--- config.mk ---
export PLATFORM = sky130hd
export DESIGN_NAME = lcd_write_arbiter
export DESIGN_NICKNAME = d
export VERILOG_FILES = /design/src/rtl/lcd_write_arbiter.sv
export SDC_FILE = /design/constraint.sdc
export NUM_CORES = 1
export LEC_CHECK = 0
export CORE_MARGIN = 1.5
export CORE_UTILIZATION = 53
export CTS_BUF_LIST = sky130_fd_sc_hd__clkbuf_8 sky130_fd_sc_hd__clkbuf_16
export CTS_CLUSTER_DIAMETER = 50
export DETAILED_ROUTE_END_ITERATION = 16
export PLACE_DENSITY = 0.81
export SLEW_MARGIN = 20
export SYNTH_ARGS = -nofsm -noshare
export SYNTH_HDL_FRONTEND = slang
export SYNTH_SLANG_ARGS = --single-unit
--- constraint.sdc ---
create_clock -name CLK -period 2.7 [get_ports CLK]
set_clock_uncertainty 0.05 [all_clocks]
set_input_delay 0.675 -clock CLK [delete_from_list [all_inputs] [get_ports CLK]]
set_output_delay 0.675 -clock CLK [all_outputs]
set_load 0.1 [all_outputs]
--- src/rtl/lcd_write_arbiter.sv ---
// Round-robin arbiter sharing the 4-bit HD44780 bus between byte-write requesters.
// Each granted byte is sent as two nibbles (setup / E pulse / hold), followed by an execution wait.
module lcd_write_arbiter #(
   parameter int FREQ         = 50000000,
   parameter int N_REQ        = 3,
   parameter int SETUP_CYC    = 2,
   parameter int HOLD_CYC     = 2,
   parameter int E_PULSE_US   = 1,
   parameter int EXEC_US      = 40,
   parameter int LONG_EXEC_US = 1640
) (
   input  logic               CLK,
   input  logic               reset,
   input  logic               init_done,
   input  logic [N_REQ-1:0]   req,
   input  logic [N_REQ-1:0]   rs,
   input  logic [8*N_REQ-1:0] data,
   output logic [N_REQ-1:0]   grant,
   output logic               busy,
   output logic               done,
   output logic [4:0]         LCD_D,
   output logic               LCD_E
);

   localparam int T1US     = FREQ / 1000000;
   localparam int E_CYC    = E_PULSE_US * T1US;
   localparam int EXEC_CYC = EXEC_US * T1US;
   localparam int LONG_CYC = LONG_EXEC_US * T1US;
   localparam int CW       = $clog2(LONG_CYC + 1);
   localparam int PW       = $clog2(N_REQ);

   localparam logic [CW-1:0] SETUP_LD = CW'(SETUP_CYC - 1);
   localparam logic [CW-1:0] E_LD     = CW'(E_CYC - 1);
   localparam logic [CW-1:0] HOLD_LD  = CW'(HOLD_CYC - 1);
   localparam logic [CW-1:0] EXEC_LD  = CW'(EXEC_CYC - 1);
   localparam logic [CW-1:0] LONG_LD  = CW'(LONG_CYC - 1);

   typedef enum logic [2:0] {
      S_IDLE, S_SET_H, S_E_H, S_HOLD_H, S_SET_L, S_E_L, S_HOLD_L, S_WAIT
   } state_t;

   state_t           r_state;
   logic [CW-1:0]    r_cnt;
   logic [PW-1:0]    r_ptr;
   logic             r_rs;
   logic [7:0]       r_byte;
   logic [N_REQ-1:0] r_grant;
   logic             r_busy;
   logic             r_done;
   logic [4:0]       r_lcd_d;
   logic             r_lcd_e;

   logic             w_pick_valid;
   logic [PW-1:0]    w_pick_idx;
   logic [PW-1:0]    w_cand;
   logic             w_long;
   logic [CW-1:0]    w_wait_ld;

   // Clear and return-home commands need the long execution wait.
   assign w_long    = (r_rs == 1'b0) && (r_byte >= 8'h01) && (r_byte <= 8'h03);
   assign w_wait_ld = w_long ? LONG_LD : EXEC_LD;

   // Round-robin pick: scan from the highest offset down so the nearest request at/after r_ptr wins.
   always_comb begin
      w_pick_valid = 1'b0;
      w_pick_idx   = '0;
      w_cand       = '0;
      for (int k = N_REQ - 1; k >= 0; k--) begin
         w_cand       = PW'((int'(r_ptr) + k >= N_REQ) ? int'(r_ptr) + k - N_REQ : int'(r_ptr) + k);
         w_pick_valid = w_pick_valid | req[w_cand];
         w_pick_idx   = req[w_cand] ? w_cand : w_pick_idx;
      end
   end

   // Transaction sequencer: arbitration, nibble timing, execution wait and all registered outputs.
   always_ff @(posedge CLK or posedge reset) begin
      if (reset) begin
         r_state <= S_IDLE;
         r_cnt   <= '0;
         r_ptr   <= '0;
         r_rs    <= 1'b0;
         r_byte  <= 8'h00;
         r_grant <= '0;
         r_busy  <= 1'b0;
         r_done  <= 1'b0;
         r_lcd_d <= 5'b00000;
         r_lcd_e <= 1'b0;
      end else begin
         r_grant <= '0;
         r_done  <= 1'b0;
         case (r_state)
            S_IDLE: begin
               if (init_done && w_pick_valid) begin
                  r_grant <= {{(N_REQ-1){1'b0}}, 1'b1} << w_pick_idx;
                  r_rs    <= rs[w_pick_idx];
                  r_byte  <= data[8*w_pick_idx +: 8];
                  r_ptr   <= (w_pick_idx == PW'(N_REQ - 1)) ? '0 : w_pick_idx + PW'(1);
                  r_busy  <= 1'b1;
                  r_lcd_d <= {rs[w_pick_idx], data[8*w_pick_idx + 4 +: 4]};
                  r_lcd_e <= 1'b0;
                  r_cnt   <= SETUP_LD;
                  r_state <= S_SET_H;
               end else begin
                  r_busy  <= 1'b0;
                  r_lcd_d <= 5'b00000;
                  r_lcd_e <= 1'b0;
               end
            end
            S_SET_H, S_SET_L: begin
               if (r_cnt == '0) begin
                  r_lcd_e <= 1'b1;
                  r_cnt   <= E_LD;
                  r_state <= (r_state == S_SET_H) ? S_E_H : S_E_L;
               end else begin
                  r_cnt <= r_cnt - CW'(1);
               end
            end
            S_E_H, S_E_L: begin
               if (r_cnt == '0) begin
                  r_lcd_e <= 1'b0;
                  r_cnt   <= HOLD_LD;
                  r_state <= (r_state == S_E_H) ? S_HOLD_H : S_HOLD_L;
               end else begin
                  r_cnt <= r_cnt - CW'(1);
               end
            end
            S_HOLD_H: begin
               if (r_cnt == '0) begin
                  r_lcd_d <= {r_rs, r_byte[3:0]};
                  r_cnt   <= SETUP_LD;
                  r_state <= S_SET_L;
               end else begin
                  r_cnt <= r_cnt - CW'(1);
               end
            end
            S_HOLD_L: begin
               if (r_cnt == '0) begin
                  r_lcd_d <= 5'b00000;
                  r_cnt   <= w_wait_ld;
                  r_done  <= (w_wait_ld == '0);
                  r_state <= S_WAIT;
               end else begin
                  r_cnt <= r_cnt - CW'(1);
               end
            end
            S_WAIT: begin
               // done is raised on the edge that enters the final wait cycle.
               if (r_cnt == '0) begin
                  r_busy  <= 1'b0;
                  r_state <= S_IDLE;
               end else begin
                  r_cnt  <= r_cnt - CW'(1);
                  r_done <= (r_cnt == CW'(1));
               end
            end
            default: begin
               r_state <= S_IDLE;
               r_busy  <= 1'b0;
               r_lcd_d <= 5'b00000;
               r_lcd_e <= 1'b0;
            end
         endcase
      end
   end

   assign grant = r_grant;
   assign busy  = r_busy;
   assign done  = r_done;
   assign LCD_D = r_lcd_d;
   assign LCD_E = r_lcd_e;

endmodule

Word-level counts from Yosys, hierarchy flattened
Index checks and enable logic that the tools add are counted.
W data, S select, Z words.
{"block": "word_totals", "regBits": 42, "elab_cells": 112, "inputBits": 33}
{"block": "classes", "n_eq_ne": 16, "shift": 3, "n_mux": 45, "reduce_logical": 18, "bitwise": 3, "n_addsub": 8, "magnitude_cmp": 9}
{"operator": "$mux W17", "count": 6}
{"operator": "$pmux W17 S5", "count": 1}
{"operator": "$logic_not A17 Y1", "count": 2}
{"operator": "$mux W3", "count": 10}
{"operator": "$shiftx A24 B6 Y8", "count": 1}
{"operator": "$shiftx A24 B7 Y4", "count": 1}
{"operator": "$pmux W3 S6", "count": 1}
{"operator": "$eq A17 B1 Y1 const B", "count": 1}
{"operator": "$sub A17 B1 Y17 const B", "count": 1}
{"operator": "$mux W5", "count": 3}
{"operator": "$pmux W5 S3", "count": 1}
{"operator": "$mux W2", "count": 7}
{"operator": "$ne A2 B2 Y1 const B", "count": 7}
{"operator": "$eq A3 B3 Y1 const B", "count": 4}
{"operator": "$lt A2 B3 Y1 const B", "count": 4}
{"operator": "$mux W1", "count": 9}
{"operator": "$bmux W1 S2", "count": 4}
{"operator": "$ge A8 B1 Y1 const B", "count": 1}
{"operator": "$le A8 B2 Y1 const B", "count": 1}
{"operator": "$add A5 B3 Y6 const B", "count": 1}
{"operator": "$eq A3 B2 Y1 const B", "count": 2}
{"operator": "$ge A3 B2 Y1 const B", "count": 2}
{"operator": "$reduce_and A2 Y1", "count": 3}
{"operator": "$reduce_and A3 Y1", "count": 2}
{"operator": "other kinds (19)", "count": 27}

Depth between registers and ports, before layout
{"block": "depth", "ltp_word": 12, "depth_mapped": 10, "depth_no_buf": 8}

Worst setup path before layout
Ideal clock, no wire load.
{"block": "synth_path", "path_kind": "in2reg", "from": "input port req[2]", "to": "register r_cnt[3]", "n_path_buf": 1, "stages": 7, "arrival_time_ns": 2.218, "setup_ns": 0.126, "path_slack_ns": 0.306, "path_cell_list": "buf_2 > nor2_1 > maj3_2 > a211oi_2 > o22ai_2 > a31o_1 > a221o_1"}
{"block": "synth_via", "elab_chain_cells": 7, "elab_cells_between_ends": 11, "cone_classes": "1 x eq/ne; 6 x mux; 2 x bitwise; 2 x reduce/logical"}
{"element": "from (decl)", "line_no": "15", "text": "input logic [N_REQ-1:0] req,"}
{"element": "$bmux W1 S2", "line_no": "70", "text": "w_pick_valid = w_pick_valid | req[w_cand];"}
{"element": "$mux W1 (not written as such)", "line_no": "70"}
{"element": "$or A1 B1 Y1", "line_no": "70"}
{"element": "$or A1 B1 Y1 *", "line_no": "70"}
{"element": "$logic_and A1 B1 Y1 *", "line_no": "93", "text": "if (init_done && w_pick_valid) begin"}
{"element": "$ne A2 B2 Y1 (no source line) *"}
{"element": "$reduce_and A2 Y1 (no source line) *"}
{"element": "to (signal assigned)", "line_no": "115", "text": "r_cnt <= r_cnt - CW'(1);"}
{"element": "to (signal assigned)", "line_no": "124", "text": "r_cnt <= r_cnt - CW'(1);"}
{"element": "to (signal assigned)", "line_no": "133", "text": "r_cnt <= r_cnt - CW'(1);"}
{"element": "to (decl)", "line_no": "43", "text": "logic [CW-1:0] r_cnt;"}
Mark *: on every way between the ends. The rest lies on a longest branch, timed or not. The select of a mux whose other input is x is not followed.
A chain may end at the register's enable or synchronous reset.

Worst setup path in the final report
{"block": "layout_path", "from": "input port req[0]", "to": "register r_lcd_d[2], in the netlist LCD_D[2]"}
{"block": "layout_via", "elab_chain_cells": 9, "elab_cells_between_ends": 16, "cone_classes": "1 x add/sub; 1 x shift; 11 x mux; 2 x bitwise; 1 x reduce/logical"}
{"element": "$bmux W1 S2", "line_no": "70, 71"}
{"element": "$mux W1 (not written as such)", "line_no": "70, 71"}
{"element": "$mux W2 (3 in a row)", "line_no": "71", "text": "w_pick_idx = req[w_cand] ? w_cand : w_pick_idx;"}
{"element": "$add A5 B3 Y6", "line_no": "99", "text": "r_lcd_d <= {rs[w_pick_idx], data[8*w_pick_idx + 4 +: 4]};"}
{"element": "$shiftx A24 B7 Y4", "line_no": "99"}
{"element": "$mux W5 *", "line_no": "93"}
{"element": "$pmux W5 S3 *", "line_no": "91", "text": "case (r_state)"}
{"element": "to (signal assigned)", "line_no": "99"}
{"element": "to (signal assigned)", "line_no": "129", "text": "r_lcd_d <= {r_rs, r_byte[3:0]};"}
{"element": "to (decl)", "line_no": "50", "text": "logic [4:0] r_lcd_d;"}
Marked as above.

==> metrics.cfg <==
[outcome]
status=finished clean

[global_route]
grt_usage_pct=27.35
grt-ovfl-total=0
grt_max_degree=43
grt_pass1_wl_um=11100
grt_pass1_vias=2429
antenna_found_initial=0

[place]
dp_hpwl_um=4978
dp_slack_ns=-0.1468
gp_congestion=0.9404
numPlacedInstances=397
io_buffers=43
place_area_um2=3103

[final_layout]
final_cell_mix=dfrtp_1 (42), nand2_1 (39), nor2_1 (35)
stdcell_count=405
stdcell_area_um2=3246
nNetsFinal=389
fin_util_pct=72.54
antennaDiodeCount=0
synthToLayoutAreaGrowth_pct=28.10
layout-drive-gt1-share_pct=15.01
layout_commonest_cell=dfrtp_1

[die]
die_area_um2=5204
die_w_um=72.14
ios=44
start_util_pct=56.63
rows=24
die_y_um=72.14
coreArea_um2=4474

[logic_synthesis]
ys_ff_latch=42
syn_area_um2=2534
synthTopCellsByArea=dfrtp_1 (41%), nand2_1 (5.8%), nor2_1 (5.2%), o21ai_0 (4.9%), nand3_1 (2.6%)
yosys.cell_types.count=61
synth_nets=332
synth_edf_count=0
yosysSeqAreaShare_pct=41.48
ys.flop_type=dfrtp_1
postSynth.asyncResetShare_pct=100.0
yosys_warnings=0
netlist.area_leader.share_pct=41.48
synth_cells=295
synth.largest_area_cell=dfrtp_1
avgSynthCellArea_um2=8.589

[clocking]
cts.path.max_buffers=2
cts_num_sinks=42
htree_levels=2
cts_setup_buffers=0
cts_buffers=5
cts_tree=yes
ctsResizeCount=0
clk_root_buffer_cell=clkbuf_8
clkTransAtPathRegs_ns=0.09
hold_buffers=0
clk-insertion-delay-late_ns=0.30

[setup_path]
timing.rr.end=LCD_D[2]
cp-start-kind=input port
setup.worst_path.end_class=register
rrSetupSlack_ns=0.18
worst_r2r_startpoint=r_ptr[0]
cp.required_ns=2.82
endpoint=LCD_D[2]
crit_arrival_ns=2.66
reg2reg_depth=8
crit_fanout=3
setup.worst_path.class=input port to register
cp-startpoint=req[0]

[sta]
setup_slack_ns=0.1533
tns_ns=0
slew_viol_final=0
whs_ns=0.4399
setup_viol=0
period_minus_slack_ns=2.547
rsz0062_at_grt=no
finalCritPeriodShare_pct=94.32
slew_headroom_pct=61.27
fmax_mhz=392.7
hold_violations=0
tightest_slew_ns=0.5756

[routing]
antenna_left=0
first_pass_iters=5
drt_wl_total_um=6526
drc=0
via_per_inst=6.193
routed-via-count=2508
wl_per_cell_um=16.11
drt-initial-drc-count=184

[power_and_ir_drop]
p_leak_nw=1.413
peakVddDrop_v=0.0007667
p_total_mw=3.863
power-per-cell-area_nw_per_um2=1190

[flow_run]
drv_cap=0

[worst_hold_path]
hold_class=register to register

-- how the worst min path moves through the flow --
stage	startpoint	slack, ns	cells after the start	end
after global routing	r_byte[7]	0.45	1	r_byte[7]
after CTS	r_byte[7]	0.44	1	r_byte[7]
after detailed placement	r_byte[7]	0.42	1	r_byte[7]
after floorplan	r_byte[6]	0.40	2	r_byte[6]
final	r_byte[4]	0.44	1	r_byte[4]
after global placement	r_byte[6]	0.42	2	r_byte[6]
-- power by group --
part | total, mW | switching [mW] | internal, mW
Clock | 0.619 | 0.224 | 0.394
Combinational | 2.09 | 1.30 | 0.785
Sequential | 1.16 | 0.281 | 0.877
Total | 3.86 | 1.81 | 2.06
-- worst max-delay path, stage by stage --
cell             delay (ns)
clkdlybuf4s50_1        0.49
or3b_1                 0.35
o31a_1                 0.14
and2_0                 0.19
a221oi_1               0.47
a2bb2oi_1              0.25
a21oi_1                0.09
-- cell families (layout without fill, tap and decap cells) --
kind of cell               Yosys count  in the layout  synth area share, %
and+or+nand+nor                    128            128                25.33
AOI/OAI and AO/OA                   93             93                25.68
DFF                                 42             42                41.48
buffers and inverters               23             81                3.555
adders and majority gates            5              5                2.420
xor gates and xnor gates             2              2               0.6915
muxes                                2              2               0.8395
-- cell usage after synthesis (4+ instances only) --
cell / instances
dfrtp_1: 42
nand2_1: 39
nor2_1: 35
o21ai_0: 25
nand3_1: 13
clkbuf_1: 10
a21oi_1: 9
inv_1: 9
a31oi_1: 8
a21o_1: 7
nor3_1: 6
a22oi_1: 4
and3_1: 4
ha_1: 4
nor2b_1: 4
o211ai_1: 4
-- area by class of cell --
| type | instances | area (um^2) |
|---|---|---|
| Multi-Input combinational cell | 230 | 1393 |
| Tap cell | 52 | 65.06 |
| Clock inverter | 2 | 60.06 |
| Sequential cell | 42 | 1051 |
| Fill cell | 344 | 1229 |
| Clock buffer | 6 | 82.58 |
| Timing Repair Buffer | 64 | 560.5 |
| Inverter | 9 | 33.78 |
-- routing by layer --
layer,GRT usage (%),part of all wire (%),vias up
li1,-,-,1202
met1,34.47,43,1200
met2,46.19,49,93
met3,5.972,5.7,13
met4,10.27,2.0,0
met5,0,0,-
-- sequential cells by signal, summed over array words and instances (netlist names) --
register  flops
r_cnt        17
r_byte        8
LCD_D         5
grant         3
r_state       3
r_ptr         2
LCD_E         1
busy          1
done          1
r_rs          1
Note: power is estimated with default switching activity, not from simulation.
